## config.mk

```make
export PLATFORM = sky130hd
export DESIGN_NAME = alu_cmd_sequencer
export DESIGN_NICKNAME = d
export VERILOG_FILES = /design/src/rtl/alu_cmd_sequencer.sv
export SDC_FILE = /design/constraint.sdc
export NUM_CORES = 1
export LEC_CHECK = 0
export ABC_AREA = 1
export ABC_CLOCK_PERIOD_IN_PS = 1700
export CORE_MARGIN = 4
export CORE_UTILIZATION = 53
export DETAILED_ROUTE_END_ITERATION = 10
export DONT_BUFFER_PORTS = 1
export GPL_ROUTABILITY_DRIVEN = 0
export PLACE_DENSITY_LB_ADDON = 0.25
export SKIP_CTS_REPAIR_TIMING = 1
export SYNTH_ARGS = -nofsm -noshare
export SYNTH_HDL_FRONTEND = slang
export SYNTH_SLANG_ARGS = --single-unit
```

## constraint.sdc

```tcl
create_clock -name clk -period 1.7 [get_ports clk]
set_input_delay 0.17 -clock clk [delete_from_list [all_inputs] [get_ports clk]]
set_output_delay 0.17 -clock clk [all_outputs]
set_load 0.03 [all_outputs]
```

## src/rtl/alu_cmd_sequencer.sv

```systemverilog
// Command front-end for the arithmetic unit: gathers a 5-byte command frame,
// fires the ALU once, then returns result low/high and a status byte.
module alu_cmd_sequencer #(
    parameter int          DATA_WIDTH = 16,
    parameter int          TIMEOUT    = 8,
    parameter logic [3:0]  FRAME_TAG  = 4'hA
) (
    input  logic                  clk,
    input  logic                  RST,
    input  logic [7:0]            RX_P_DATA,
    input  logic                  RX_D_VLD,
    output logic [DATA_WIDTH-1:0] A,
    output logic [DATA_WIDTH-1:0] B,
    output logic [3:0]            ALU_FUN,
    output logic                  Arith_EN,
    input  logic [DATA_WIDTH-1:0] Arith_OUT,
    input  logic                  ALU_Carry,
    input  logic                  Arith_Flag,
    output logic [7:0]            TX_P_DATA,
    output logic                  TX_D_VLD,
    input  logic                  TX_BUSY,
    output logic                  CMD_ERR
);

    localparam int         NUM_LANES = 2 * DATA_WIDTH / 8;
    localparam logic [7:0] WAIT_LAST = 8'(TIMEOUT - 1);

    typedef enum logic [3:0] {
        S_IDLE   = 4'd0,
        S_GET_AL = 4'd1,
        S_GET_AH = 4'd2,
        S_GET_BL = 4'd3,
        S_GET_BH = 4'd4,
        S_EXEC   = 4'd5,
        S_WAIT   = 4'd6,
        S_SEND_L = 4'd7,
        S_SEND_H = 4'd8,
        S_SEND_S = 4'd9
    } state_t;

    state_t                   state_reg;
    state_t                   state_next;
    logic [3:0]               fun_reg;
    logic [DATA_WIDTH-1:0]    result_reg;
    logic                     carry_reg;
    logic                     timeout_reg;
    logic [7:0]               wait_cnt_reg;
    logic                     cmd_err_reg;
    logic [NUM_LANES-1:0]     lane_we;
    logic [2*DATA_WIDTH-1:0]  operand_bus;
    logic                     tag_ok;
    logic                     wait_expired;

    assign tag_ok       = (RX_P_DATA[7:4] == FRAME_TAG);
    assign wait_expired = (wait_cnt_reg == WAIT_LAST);

    // State register
    always_ff @(posedge clk) begin
        if (RST) begin
            state_reg <= S_IDLE;
        end else begin
            state_reg <= state_next;
        end
    end

    // Next-state logic
    always_comb begin
        state_next = state_reg;
        case (state_reg)
            S_IDLE:   if (RX_D_VLD && tag_ok) state_next = S_GET_AL;
            S_GET_AL: if (RX_D_VLD) state_next = S_GET_AH;
            S_GET_AH: if (RX_D_VLD) state_next = S_GET_BL;
            S_GET_BL: if (RX_D_VLD) state_next = S_GET_BH;
            S_GET_BH: if (RX_D_VLD) state_next = S_EXEC;
            S_EXEC:   state_next = S_WAIT;
            S_WAIT:   if (Arith_Flag || wait_expired) state_next = S_SEND_L;
            S_SEND_L: if (!TX_BUSY) state_next = S_SEND_H;
            S_SEND_H: if (!TX_BUSY) state_next = S_SEND_S;
            S_SEND_S: if (!TX_BUSY) state_next = S_IDLE;
            default:  state_next = S_IDLE;
        endcase
    end

    // Output logic; TX_P_DATA is a pure function of state so it stays put under TX_BUSY
    always_comb begin
        Arith_EN  = 1'b0;
        TX_D_VLD  = 1'b0;
        TX_P_DATA = 8'h00;
        case (state_reg)
            S_EXEC: Arith_EN = 1'b1;
            S_SEND_L: begin
                TX_D_VLD  = 1'b1;
                TX_P_DATA = result_reg[7:0];
            end
            S_SEND_H: begin
                TX_D_VLD  = 1'b1;
                TX_P_DATA = result_reg[15:8];
            end
            S_SEND_S: begin
                TX_D_VLD  = 1'b1;
                TX_P_DATA = {6'b0, timeout_reg, carry_reg};
            end
            default: ;
        endcase
    end

    // Byte-lane write enables: lanes 0..1 form A, lanes 2..3 form B
    always_comb begin
        lane_we    = '0;
        lane_we[0] = RX_D_VLD && (state_reg == S_GET_AL);
        lane_we[1] = RX_D_VLD && (state_reg == S_GET_AH);
        lane_we[2] = RX_D_VLD && (state_reg == S_GET_BL);
        lane_we[3] = RX_D_VLD && (state_reg == S_GET_BH);
    end

    for (genvar gi = 0; gi < NUM_LANES; gi++) begin : g_lane
        logic [7:0] byte_reg;
        always_ff @(posedge clk) begin
            if (RST) begin
                byte_reg <= 8'h00;
            end else if (lane_we[gi]) begin
                byte_reg <= RX_P_DATA;
            end
        end
        assign operand_bus[gi*8 +: 8] = byte_reg;
    end

    assign A       = operand_bus[DATA_WIDTH-1:0];
    assign B       = operand_bus[2*DATA_WIDTH-1:DATA_WIDTH];
    assign ALU_FUN = fun_reg;
    assign CMD_ERR = cmd_err_reg;

    always_ff @(posedge clk) begin
        if (RST) begin
            fun_reg      <= 4'h0;
            result_reg   <= '0;
            carry_reg    <= 1'b0;
            timeout_reg  <= 1'b0;
            wait_cnt_reg <= 8'h00;
            cmd_err_reg  <= 1'b0;
        end else begin
            cmd_err_reg <= (state_reg == S_IDLE) && RX_D_VLD && !tag_ok;
            if ((state_reg == S_IDLE) && RX_D_VLD && tag_ok) begin
                fun_reg <= RX_P_DATA[3:0];
            end
            if (state_reg == S_EXEC) begin
                wait_cnt_reg <= 8'h00;
            end else if (state_reg == S_WAIT) begin
                wait_cnt_reg <= wait_cnt_reg + 8'd1;
            end
            // A flag on the last wait cycle still wins over the abort
            if (state_reg == S_WAIT) begin
                if (Arith_Flag) begin
                    result_reg  <= Arith_OUT;
                    carry_reg   <= ALU_Carry;
                    timeout_reg <= 1'b0;
                end else if (wait_expired) begin
                    result_reg  <= '0;
                    carry_reg   <= 1'b0;
                    timeout_reg <= 1'b1;
                end
            end
        end
    end

endmodule
```

---- After elaboration in Yosys (flattened, before gate mapping) ----
Cells that the tools add are included.
storage, ports and cells
  register bits ........................... 67
  bits of input ports ..................... 30
  output and inout port bits .............. 47
  logic and storage cells ................. 67
operators by class
  add/sub/neg operators ................... 1
  eq/ne operators ......................... 20
  mux-type cells .......................... 19
  reductions and logical operators ........ 16
operator list
  cell                                                                   number
  4-bit one-hot mux with 10 select lines                                 1
  4-bit two-way mux                                                      9
  16-bit two-way mux                                                     2
  8-bit one-hot mux with 3 select lines                                  1
  2-bit inequality test, second input constant                           9
  4-bit by 3-bit equality test with 1-bit output, second input constant  4
  4-bit equality test, second input constant                             3
  9-bit AND reduction                                                    1
  8-bit by 1-bit adder with 8-bit output, second input constant          1
  4-bit by 2-bit equality test with 1-bit output, second input constant  2
  8-bit by 3-bit equality test with 1-bit output, second input constant  1
  1-bit logical AND                                                      8
  1-bit two-way mux                                                      6
  4-bit by 1-bit equality test with 1-bit output, second input constant  1
  4-bit logical NOT                                                      1
  3-bit OR reduction                                                     1
  2-bit AND reduction                                                    1
  2-bit nonzero test                                                     1
  2-bit OR reduction                                                     1
  1-bit logical NOT                                                      1
  1-bit logical OR                                                       1

---- Depth between registers and ports, before layout ----
Gate-level depths: netlist of run 1.
  depth in word-level cells ............... 4
  gate-level depth with buffers ........... 11
  depth with buffers taken out ............ 11

---- Worst setup path after synthesis of run 1 ----
No wires, ideal clock.
  kind .................................... reg-to-reg
  start point ............................. register state_reg[3]
  end point ............................... register wait_cnt_reg[4]
  library setup time ...................... 0.123 ns
  arrival time ............................ 1.693 ns
  data required time ...................... 1.577 ns
  slack ................................... -0.116 ns
  stages on the path, launching flop included .. 8
  buffers on the path ..................... 1
  path through ............................ dfxtp_1 buf_4 inv_2 nand2_2 nor3_1 nor2_1 inv_1 nor3b_1
between the ends
  cells in the longest elaborated chain, start to end .. 2
  elaborated cells on any way between the ends .. 3
RTL lines
  element                                         line  RTL
  start: declaration                              41    state_t state_reg;
  start signal: assignment                        62    state_reg <= state_next;
  4-bit by 3-bit equality test with 1-bit output  146   if (state_reg == S_EXEC) begin
  2-bit OR reduction (no source line)             --
  end signal: assignment                          149   wait_cnt_reg <= wait_cnt_reg + 8'd1;
  end: declaration                                47    logic [7:0] wait_cnt_reg;
Several ways; a longest one is shown, not always the timed one.
A chain may end at the register's enable or synchronous reset.

---- Final worst setup path of run 1 ----
  start point ............................. register state_reg[0]
  end point ............................... output TX_P_DATA[3]
between the ends
  cells in the longest elaborated chain, start to end .. 2
  elaborated cells on any way between the ends .. 4
RTL lines
  element                                                                                line  RTL
  4-bit equality test or 4-bit by 3-bit equality test with 1-bit output (tied branches)  89    case (state_reg)
  8-bit one-hot mux with 3 select lines (*)                                              89
  end: declaration                                                                       19    output logic [7:0] TX_P_DATA,
Every way passes the cells marked *; elsewhere a longest branch is shown, timed or not.

==> results.cfg, run 1 <==
[clocking]
ctsLongestPathBuffers = 2
insertion_delay_ns = 0.34
cts_buffers = 9
cts_max_level = 3
cts_root_buf = clkbuf_8
cts_tree = yes
clock-sinks = 67
clkTransAtPathRegs_ns = 0.07

[drt]
first_pass_iters = 4
wl_met2_mm = 3.346
vias = 2557
remaining_drc_errors = 0
drt_iter0_drc = 109
top_layer = met4
met3_length_um = 488
via_per_inst = 5.145
drt-wirelength-per-cell_um = 13.90
wl_met1_mm = 3.003
ant_nets = 0
drt-total-wl_mm = 6.907

[power_and_ir_drop]
finalPower_mw = 4.423
ir_drop_v = 0.0006960
power.density_nw_per_um2 = 1294
p_leak_nw = 1.357

[run_status]
violations = hold timing
status = finished with violations

[synth]
synth_compound_area_frac = 0.1475
synth_edf_count = 0
muxShareOfSynthArea = 0
yosysTopAreaCell = dfxtp_1
synth_top_area_frac = 0.4750
synth_area_leaders = dfxtp_1, nand2_1, nor2_1
ys_warn_count = 0
synth_seq_area_share = 0.4750
ys_types = 27
synth_xor_area_frac = 0.006203
synth_flop_cell = dfxtp_1
async_reset_ff_frac = 0
post-synth-top-count-cell = nand2_1
ys_seq_elements = 67
synth_area_sq_um = 2824
yosys.area_share.adder = 0.004431
synth_nets = 416
synthTopCellsByCount = nand2_1, dfxtp_1, nor2_1, a21oi_1, o21ai_0
synth_top_family_by_area = simple AND/OR/NAND/NOR gates
syn_inst = 385
synthSimpleGateAreaFrac = 0.2889
syn_area_per_cell_sq_um = 7.335

[place]
io_buffer_count = 0
dpl.hpwl_mm = 4.567
postPlaceCellArea_sq_um = 2954

[flow_run]
cap_violations = 0

[critical_path]
crit_arrival_ns = 1.46
crit_buf_inv = 1
required_ns = 1.53
cp_slowest_stage_delay_ns = 0.34
cp_top_family = simple AND/OR/NAND/NOR gates
start_kind = register
crit_path_top_delay_cell = dfxtp_2
crit_type = register to output pin
end_kind = output pin
crit_chain = nor2_2, nand3_2, o21ai_0, buf_4
path_max_fanout = 7

[final_layout]
antennaDiodeCount = 0
stdcell_area_sq_um = 3417
drive_above_1_share = 0.1265
largest_register_ffs = 32
area_growth_pct = 21.00
final_net_count = 453

[sta]
min_period_ns = 1.633
fin_crit_sh = 0.9608
setup_violations = 0
whs_ns = -0.01738
clock_skew_ns = 0.007821
relSlewSlack = 0.3108
tightestPinTransition_ns = 1.030
max_freq_mhz = 612.3
maxSlewViolCount = 0
hold_viol = 3

[die]
ios = 77
dieArea_sq_um = 6560
die_w_um = 81.00
rows = 26
start_util = 0.5494
core-area_sq_um = 5140
fp.dieH_um = 81.00

[global_route]
grt_usage = 0.1979
grt_pass1_vias = 2192
antenna_found_initial = 0
grt_max_degree = 30
grt_pass1_wl_mm = 9.991
overflow = 0

[worst_hold_path]
hold_class = input pin to register
## layout make-up
cell class,instances,area [sq um]
repair buffers,40,364.1
multi-input cells,268,1285
clock inverters,5,52.55
well taps,70,87.58
fillers,465,1723
inverters,36,137.6
clock buffers,11,141.4
flip-flops and latches,67,1349
## worst register-to-register path, stage by stage (launching register included)
cell and delay, ns:
dfxtp_2 0.39, nor2_4 0.14, inv_1 0.06, nor2_1 0.25, nand2_1 0.25, inv_1 0.25
nor2_1 0.07, nor2_1 0.11
## cells in the final DEF (no fill, tap or decap), types with 3 or more instances in the layout
cell type       n
nand2_1        77
dfxtp_1        63
nor2_1         60
a21oi_1        42
o21ai_0        38
inv_1          33
nand3_1        24
dlygate4sd3_1  24
buf_4          15
clkbuf_8       10
nor2_2          3
nand3_2         3
clkinv_2        3
dfxtp_2         3
## per-layer routing
layer,track usage,vias to the layer above
met2,0.3128,71
met4,0.09459,0
met3,0.06319,6
met1,0.2436,1163
met5,0,-
li1,-,1317
## worst paths after layout
kind                            cells past startpoint                            endpoint                   startpoint  slack, ns
worst max-delay path                                4                        TX_P_DATA[3]    state_reg[0]$_SDFFE_PP0P_       0.07
worst min-delay path                                2          result_reg[6]$_SDFFE_PP0P_                 Arith_OUT[6]      -0.02
worst max register to register                      7  g_lane[1].byte_reg[7]$_SDFFE_PP0P_    state_reg[3]$_SDFFE_PP0P_       0.13
worst min register to register                      2         result_reg[12]$_SDFFE_PP0P_  result_reg[12]$_SDFFE_PP0P_       0.46
## cell families after synthesis
group | after synthesis
buffers and inverters | 50
xor gates and xnor gates | 2
and+or+nand+nor | 183
adders and majority gates | 1
AOI/OAI and AO/OA | 82
DFF | 67
## through the flow
stage	std cells	setup slack (ns)	hold WS [ns]	util	TNS [ns]
floorplan	385	-0.007972	0.3049	-	-0.04783
global placement	457	0.1680	0.2459	0.5747	0
detailed placement	457	0.07858	0.2502	0.5747	0
CTS	473	-0.1466	-0.1101	0.6125	-0.9716
global route	497	-0.01221	-0.01545	0.6648	-0.02331
finish	497	0.06670	-0.01738	0.6648	0
## where the power goes
group | switching (mW) | internal [mW]
Sequential | 0.396 | 1.75
Combinational | 0.616 | 0.361
Clock | 0.586 | 0.710
Total | 1.60 | 2.82
Note: power is estimated with default switching activity, not from simulation.
==> run 2: changes to the inputs <==
GPL_ROUTABILITY_DRIVEN = not set   (was 0)
==> results of run 2 <==
The final DEF is identical to that of run 1; final timing and power are the same.
==> run 3: changes to the inputs <==
RECOVER_POWER = 25   (was not set)
==> results of run 3 <==
The final DEF is identical to that of run 1; final timing and power are the same.
